==> config.mk <==
export PLATFORM = sky130hd
export DESIGN_NAME = sd_sector_writer_flat
export DESIGN_NICKNAME = d
export VERILOG_FILES = /design/src/rtl/sd_sector_writer_if.sv /design/src/rtl/sd_sector_writer.sv /design/src/flat_wrapper.sv
export SDC_FILE = /design/constraint.sdc
export NUM_CORES = 2
export LEC_CHECK = 0
export CORE_MARGIN = 8
export CORE_UTILIZATION = 39
export DETAILED_ROUTE_END_ITERATION = 10
export SLEW_MARGIN = 20
export SYNTH_ARGS = -nofsm -noshare
export SYNTH_HDL_FRONTEND = slang
export SYNTH_SLANG_ARGS = --single-unit
==> constraint.sdc <==
create_clock -name CLOCK_50 -period 3.6 [get_ports CLOCK_50]
set_input_delay 0.72 -clock CLOCK_50 [delete_from_list [all_inputs] [get_ports CLOCK_50]]
set_output_delay 0.72 -clock CLOCK_50 [all_outputs]
set_load 0.05 [all_outputs]
==> src/rtl/sd_sector_writer_if.sv <==
// rtl/sd_sector_writer_if.sv - write-side handshake bundle between sector writer and SD controller
interface sd_sector_writer_if;
    logic        sd_ready;
    logic        sd_ready_for_next_byte;
    logic        sd_wr;
    logic [7:0]  sd_din;
    logic [31:0] sd_address;

    modport master (
        input  sd_ready,
        input  sd_ready_for_next_byte,
        output sd_wr,
        output sd_din,
        output sd_address
    );

    modport slave (
        output sd_ready,
        output sd_ready_for_next_byte,
        input  sd_wr,
        input  sd_din,
        input  sd_address
    );
endinterface

==> src/rtl/sd_sector_writer.sv <==
// rtl/sd_sector_writer.sv - buffers one sector and streams it to an SD controller
// Optional running byte checksum enabled by defining SDW_CHECKSUM_EN.
module sd_sector_writer #(
    parameter int SECTOR_BYTES = 512
) (
    input  logic               CLOCK_50,
    input  logic               KEY0,
    input  logic               buf_we,
    input  logic [8:0]         buf_addr,
    input  logic [7:0]         buf_wdata,
    input  logic               sect_we,
    input  logic [31:0]        sect_wdata,
    input  logic               start,
    output logic               busy,
    output logic               done,
    output logic [9:0]         byte_count,
    output logic [15:0]        checksum,
    sd_sector_writer_if.master sd
);

    typedef enum logic [2:0] {IDLE, WAIT_RDY, REQ, STREAM, WAIT_DONE} state_t;

    localparam logic [9:0] LAST_BYTE = 10'(SECTOR_BYTES - 1);

    state_t      state;
    logic [7:0]  mem [SECTOR_BYTES];
    logic [31:0] sect_q;
    logic        req_q;
    logic        req_rise;

    assign req_rise      = sd.sd_ready_for_next_byte & ~req_q;
    assign sd.sd_address = sect_q;

    // Buffer is host-owned only while idle; no reset so contents survive KEY0.
    always_ff @(posedge CLOCK_50) begin
        if (buf_we && !busy)
            mem[buf_addr] <= buf_wdata;
    end

    always_ff @(posedge CLOCK_50 or negedge KEY0) begin
        if (!KEY0) begin
            sect_q    <= '0;
            sd.sd_din <= '0;
        end else begin
            sd.sd_din <= mem[byte_count[8:0]];
            if (sect_we && !busy)
                sect_q <= sect_wdata;
        end
    end

    always_ff @(posedge CLOCK_50 or negedge KEY0) begin
        if (!KEY0) begin
            state      <= IDLE;
            busy       <= 1'b0;
            done       <= 1'b0;
            sd.sd_wr   <= 1'b0;
            byte_count <= '0;
            req_q      <= 1'b0;
`ifdef SDW_CHECKSUM_EN
            checksum   <= '0;
`endif
        end else begin
            req_q <= sd.sd_ready_for_next_byte;
            case (state)
                IDLE: begin
                    if (start) begin
                        busy       <= 1'b1;
                        done       <= 1'b0;
                        byte_count <= '0;
`ifdef SDW_CHECKSUM_EN
                        checksum   <= '0;
`endif
                        if (sd.sd_ready) begin
                            state    <= REQ;
                            sd.sd_wr <= 1'b1;
                        end else begin
                            state <= WAIT_RDY;
                        end
                    end
                end
                WAIT_RDY: begin
                    if (sd.sd_ready) begin
                        state    <= REQ;
                        sd.sd_wr <= 1'b1;
                    end
                end
                // The controller drops sd_ready once it has accepted the write command.
                REQ: begin
                    if (!sd.sd_ready) begin
                        state    <= STREAM;
                        sd.sd_wr <= 1'b0;
                    end
                end
                STREAM: begin
                    if (req_rise) begin
                        byte_count <= byte_count + 10'd1;
`ifdef SDW_CHECKSUM_EN
                        checksum   <= checksum + {8'd0, sd.sd_din};
`endif
                        if (byte_count == LAST_BYTE)
                            state <= WAIT_DONE;
                    end
                end
                WAIT_DONE: begin
                    if (sd.sd_ready) begin
                        state <= IDLE;
                        busy  <= 1'b0;
                        done  <= 1'b1;
                    end
                end
                default: state <= IDLE;
            endcase
        end
    end

`ifndef SDW_CHECKSUM_EN
    assign checksum = 16'd0;
`endif

endmodule
==> src/flat_wrapper.sv <==
// flat-port wrapper written by rule: the top's interface ports become plain ports
module sd_sector_writer_flat 
#(
    parameter int SECTOR_BYTES = 512
)
  (CLOCK_50, KEY0, buf_we, buf_addr, buf_wdata, sect_we, sect_wdata, start, busy, done, byte_count, checksum, sd_sd_ready, sd_sd_ready_for_next_byte, sd_sd_wr, sd_sd_din, sd_sd_address);
  sd_sector_writer_if sd_i ();
  input  logic CLOCK_50;
  input  logic KEY0;
  input  logic buf_we;
  input  logic [8:0] buf_addr;
  input  logic [7:0] buf_wdata;
  input  logic sect_we;
  input  logic [31:0] sect_wdata;
  input  logic start;
  output logic busy;
  output logic done;
  output logic [9:0] byte_count;
  output logic [15:0] checksum;
  input wire logic [$bits(sd_i.sd_ready)-1:0] sd_sd_ready;
  input wire logic [$bits(sd_i.sd_ready_for_next_byte)-1:0] sd_sd_ready_for_next_byte;
  output wire logic [$bits(sd_i.sd_wr)-1:0] sd_sd_wr;
  output wire logic [$bits(sd_i.sd_din)-1:0] sd_sd_din;
  output wire logic [$bits(sd_i.sd_address)-1:0] sd_sd_address;
  assign sd_i.sd_ready = sd_sd_ready;
  assign sd_i.sd_ready_for_next_byte = sd_sd_ready_for_next_byte;
  assign sd_sd_wr = sd_i.sd_wr;
  assign sd_sd_din = sd_i.sd_din;
  assign sd_sd_address = sd_i.sd_address;
  sd_sector_writer #(.SECTOR_BYTES(SECTOR_BYTES)) u_core (.CLOCK_50(CLOCK_50), .KEY0(KEY0), .buf_we(buf_we), .buf_addr(buf_addr), .buf_wdata(buf_wdata), .sect_we(sect_we), .sect_wdata(sect_wdata), .start(start), .busy(busy), .done(done), .byte_count(byte_count), .checksum(checksum), .sd(sd_i));
endmodule
# Word-level counts from Yosys, hierarchy flattened
# Memories as Yosys holds them, arrays and structs flattened. A register that Yosys moved wholly into a read port is not among the register bits.
# Index checks and enable logic that the tools add are counted.
# word_totals
register_bits	49
ram_bits	4096
elab_cells	57
memories	1
# mem_list
memory	words	width	rd	rd_clocked_by_memory_dff	write_ports	line	text
u_core.mem	512	8	1	1	1	sd_sector_writer.sv:26	logic [7:0] mem [SECTOR_BYTES];
# classes
add_sub_neg	1
eq_ne	11
mux	23
n_bitwise	2
n_reduce_logical	12
# ops
cell	n
10-bit 2-to-1 mux	2
10-bit case mux with 2 select lines	1
3-bit 2-to-1 mux	6
3-bit case mux with 5 select lines	1
10-bit by 1-bit adder with 10-bit output (second input constant)	1
10-bit by 9-bit equality test with 1-bit output (second input constant)	1
1-bit 2-to-1 mux	9
3-bit AND reduction	3
2-bit inequality test (second input constant)	4
3-bit by 2-bit equality test with 1-bit output (second input constant)	2
6-bit AND reduction	1
2-bit by 1-bit inequality test with 1-bit output (second input constant)	2
1-bit case mux with 2 select lines	2
2-bit nonzero test	2
3-bit by 1-bit equality test with 1-bit output (second input constant)	1
3-bit equality test (second input constant)	1
3-bit zero test	1
1-bit case mux with 3 select lines	1
3-bit nonzero test	1
1-bit logical AND	2
1-bit zero test	2
2-bit 2-to-1 mux	1
1-bit AND	1
1-bit inverter	1

# Logic depth before layout (Yosys ltp)
# depth
word_depth	4
depth_mapped	14
ltp_nobuf	7

# Least setup slack after synthesis
# Ideal clock, no wire load.
# synth_path
kind	register -> register
startpoint	register u_core.byte_count[0]
endpoint	register u_core.sd.sd_din[3] (read register of u_core.mem)
t_arrival_ns	2.949
setup_slack_ns	0.505
stages_incl_launch_ff	10
n_path_buf	3
cell_sequence	dfrtp_1 > buf_6 > buf_6 > buf_2 > mux4_2 > mux4_2 > a22oi_1 > nand3_1 > a2111oi_4 > a41oi_2
# synth_lines
element	line	text
start: declaration	sd_sector_writer.sv:16	output logic [9:0] byte_count,
start signal: assignment	sd_sector_writer.sv:96	byte_count <= byte_count + 10'd1;
end: declaration	sd_sector_writer_if.sv:13	output sd_din,

==> metrics.csv <==
metric,value,unit
#FFs+latches synth,4153,
delay of the slowest cell on the worst path,550,ps
GRT Total Usage,0.2095,
Routed WL,467700,microns
hold path depth,1,
post-route ant nets,0,
row cnt,236,
initial antenna violation count,41,
Worst-Margin Slew,1178,ps
Pre-antenna DRT Iters,5,
fin crit period,3577,ps
die height,659.8,microns
total core area,412800,sq um
HP Class,in2reg,
largest net degree at the start of global routing,133,
met3 WL,42860,microns
average vias per placed instance,5.714,
DRT met1 WL,180500,microns
status,completed,
WL/cell,31.97,microns
CP Buf/Inv Count,4,
number of cells on the critical path,11,
Worst slew margin,0.2088,
Lkg Pwr,61.65,nW
GPL Wtd Cong,0.8568,
Num CTS Buffers,421,
H-Tree Depth,5,
final worst-path cycle share,0.9935,
# setup viols final,0,
WP data required,4410,ps
CP max-delay cell,dfrtp_4,
Syn-to-layout area delta,18.47,%
net total in the final layout,8853,
Die X,659.8,microns
number of synthesized flops with an enable pin,4096,
final core occ,0.4639,
Post-synth ARST share,0.01373,
"Worst Path Class, Setup",reg2reg,
number of global-route vias before repair,84710,
crit path capture type,flop,
DR iter-0 viols,10890,
Max VDD drop,0.0004872,V
predominant post-synthesis flop cell,edfxtp_1,
Worst Path Max Fanout,12,
crit-path cells,buf_12 > buf_12 > mux4_2 > mux4_2 > and2_1 > a2111oi_0 > buf_4 > a311oi_1 > buf_4 > o21ai_1 > a41oi_2,
routed length on met2,223400,microns
Yosys cell types,79,
Buffers on Ports,108,
via count,83580,
full die area,435300,sq um
CTS tree,yes,
"Hold Vio Cnt, Final",0,
"Reg clk slew, reported paths",60,ps
Power Dens Cells,674.5,nW/um^2
Synth Cell Area,161600,sq um
Crit path max-delay family,multiplexers,
Initial Util,0.3916,
Max Used Layer,met5,
"Seq/Total Area, Yosys",0.7697,
fin. max-slew vios,0,
FF/Latch Area,124500,sq um
fillers,34060,
GRT overflow,0,
Clock Skew,47.88,ps
CTS sink count,4153,
I/O pin count,125,
multi-input logic area,34670,sq um
sum of negative setup slack,0,ps
syn avg cell area,21.64,sq um
Syn Inst Count,7471,
Fmax achieved,279.6,MHz
worst-case reg-to-reg path depth,11,
residual DRC count,0,
first-pass GRT wire length,654000,microns
MaxCap Viol Count,0,
RSZ-0062 raised after global routing,true,
half-perimeter wire length after placement,296100,microns
Critical Path AT,4380,ps
root buffer cell,clkbuf_16,
Clock Latency Late Sink,980,ps
synth warn,0,
CTS max path bufs,4,
share of cells above drive strength 1,0.3272,
Worst setup SP type,flop,
## metal layers
metal  global-route usage  up-vias
met2               0.3398     4174
met4              0.08412       20
met3              0.04252      818
met1               0.2782    44680
met5                    0        -
li1                     -    33890
## cell families after synthesis
group	count (synthesis)	synth area share
mux	1382	0.1656
other cells	1	0.00002320
flops	4153	0.7697
simple gates	943	0.02376
buf+inv	486	0.01858
xor+xnor	6	0.0003251
fa+ha+maj	1	0.00007739
compound gates	499	0.02194
## cells in the mapped netlist (8+ instances only)
master | n | area share
mux2_2 | 48 | 0.0033
nand4_1 | 8 | 0.00031
a311oi_1 | 11 | 0.00060
a221oi_1 | 46 | 0.0025
o211ai_1 | 13 | 0.00060
edfxtp_1 | 4096 | 0.76
or3_1 | 9 | 0.00035
a21oi_1 | 102 | 0.0032
a31oi_1 | 13 | 0.00050
mux2i_1 | 307 | 0.019
nor2_1 | 574 | 0.013
o311ai_0 | 8 | 0.00043
o22ai_1 | 48 | 0.0019
nand3_1 | 33 | 0.0010
o21ai_0 | 60 | 0.0019
nand2_1 | 229 | 0.0053
nor3_1 | 31 | 0.00096
buf_6 | 37 | 0.0026
buf_12 | 15 | 0.0019
a22oi_1 | 34 | 0.0016
o221ai_1 | 51 | 0.0028
buf_2 | 118 | 0.0037
a211o_1 | 9 | 0.00049
a22o_1 | 8 | 0.00043
a2111oi_0 | 14 | 0.00076
dfrtp_1 | 57 | 0.0088
buf_4 | 70 | 0.0033
clkbuf_1 | 181 | 0.0042
mux4_2 | 1022 | 0.14
nor2b_1 | 22 | 0.00085
buf_1 | 35 | 0.00081
a211oi_1 | 20 | 0.00093
o31ai_1 | 10 | 0.00046
buf_8 | 22 | 0.0020
## metrics by stage
stage | hold WS (ps) | area (sq um) | cells | setup WS, ps | total power [mW]
CTS | 157.9 | 191300 | 14600 | 4.753 | 129.7
global route | 197.2 | 191500 | 14620 | -41.29 | 132.5
floorplan | 424.4 | 161700 | 7486 | 504.7 | 72.64
finish | 204.2 | 191500 | 14630 | 23.33 | 129.2
detailed placement | 496.9 | 178100 | 13840 | -513.2 | 87.99
global placement | 489.8 | 178100 | 13840 | -516.7 | 87.82
## repair_timing
action,CTS,global route
setup endpoints to repair,14,8
endpoints found under the hold margin,57,0
gates resized for setup,36,19
hold buffers,1,0
pin swaps,2,3
gates cloned,1,0
buffers inserted,0,8
## registers in the layout, summed over array words and instances (netlist names)
signal,flops
u_core.mem,4096
u_core.sd.sd_address,32
u_core.byte_count,10
u_core.sd.sd_din,8
u_core.state,3
u_core.busy,1
u_core.done,1
u_core.req_q,1
u_core.sd.sd_wr,1
## path summary, 6_finish.rpt
check	from	endpoint	slack, ps
worst max-delay path	u_core.byte_count[0]	u_core.sd.sd_din[3]	20
worst min-delay path	buf_wdata[2]	u_core.mem[510][2]	200
worst max register to register	u_core.byte_count[0]	u_core.sd.sd_din[3]	20
worst min register to register	u_core.sd.sd_address[5]	u_core.sd.sd_address[5]	500
max in group asynchronous	KEY0	u_core.byte_count[2]	2380
min in group asynchronous	KEY0	u_core.sd.sd_address[11]	450
## power by group
group / total (mW) / internal, mW / switching [mW]
logic: 33.8 / 13.7 / 20.1
registers: 53.7 / 53.2 / 0.425
clock network: 41.7 / 23.4 / 18.3
## cells in the final DEF, fill, tap and decap left out, types with 11 or more instances in the layout
cell	n
edfxtp_1	4096
buf_4	1110
mux4_2	1022
nor2_1	571
clkbuf_16	428
mux2i_1	305
nand2_1	213
buf_12	143
a21oi_1	101
clkbuf_1	101
clkinv_1	95
clkdlybuf4s50_1	91
clkinv_2	82
o21ai_0	58
o221ai_1	50
mux2_2	48
dfrtp_1	48
o22ai_1	47
a221oi_1	44
nor3_1	31
a22oi_1	31
nand3_1	29
bufinv_16	22
a211oi_1	17
conb_1	16
diode_2	15
o211ai_1	13
nor2b_1	13
nand2_4	12
clkinvlp_4	12
a31oi_1	11
a2111oi_0	11
a311oi_1	11
inv_6	11
## area by class of cell
class,count,area share
repair buffers,1365,0.06492
inverters,8,0.0002483
well taps,5474,0.03576
diodes,15,0.0001960
clock buffers,529,0.05791
multi-input cells,2847,0.1810
clock inverters,236,0.01009
flip-flops and latches,4153,0.6498
No activity file was read; power rests on OpenSTA's default activity.
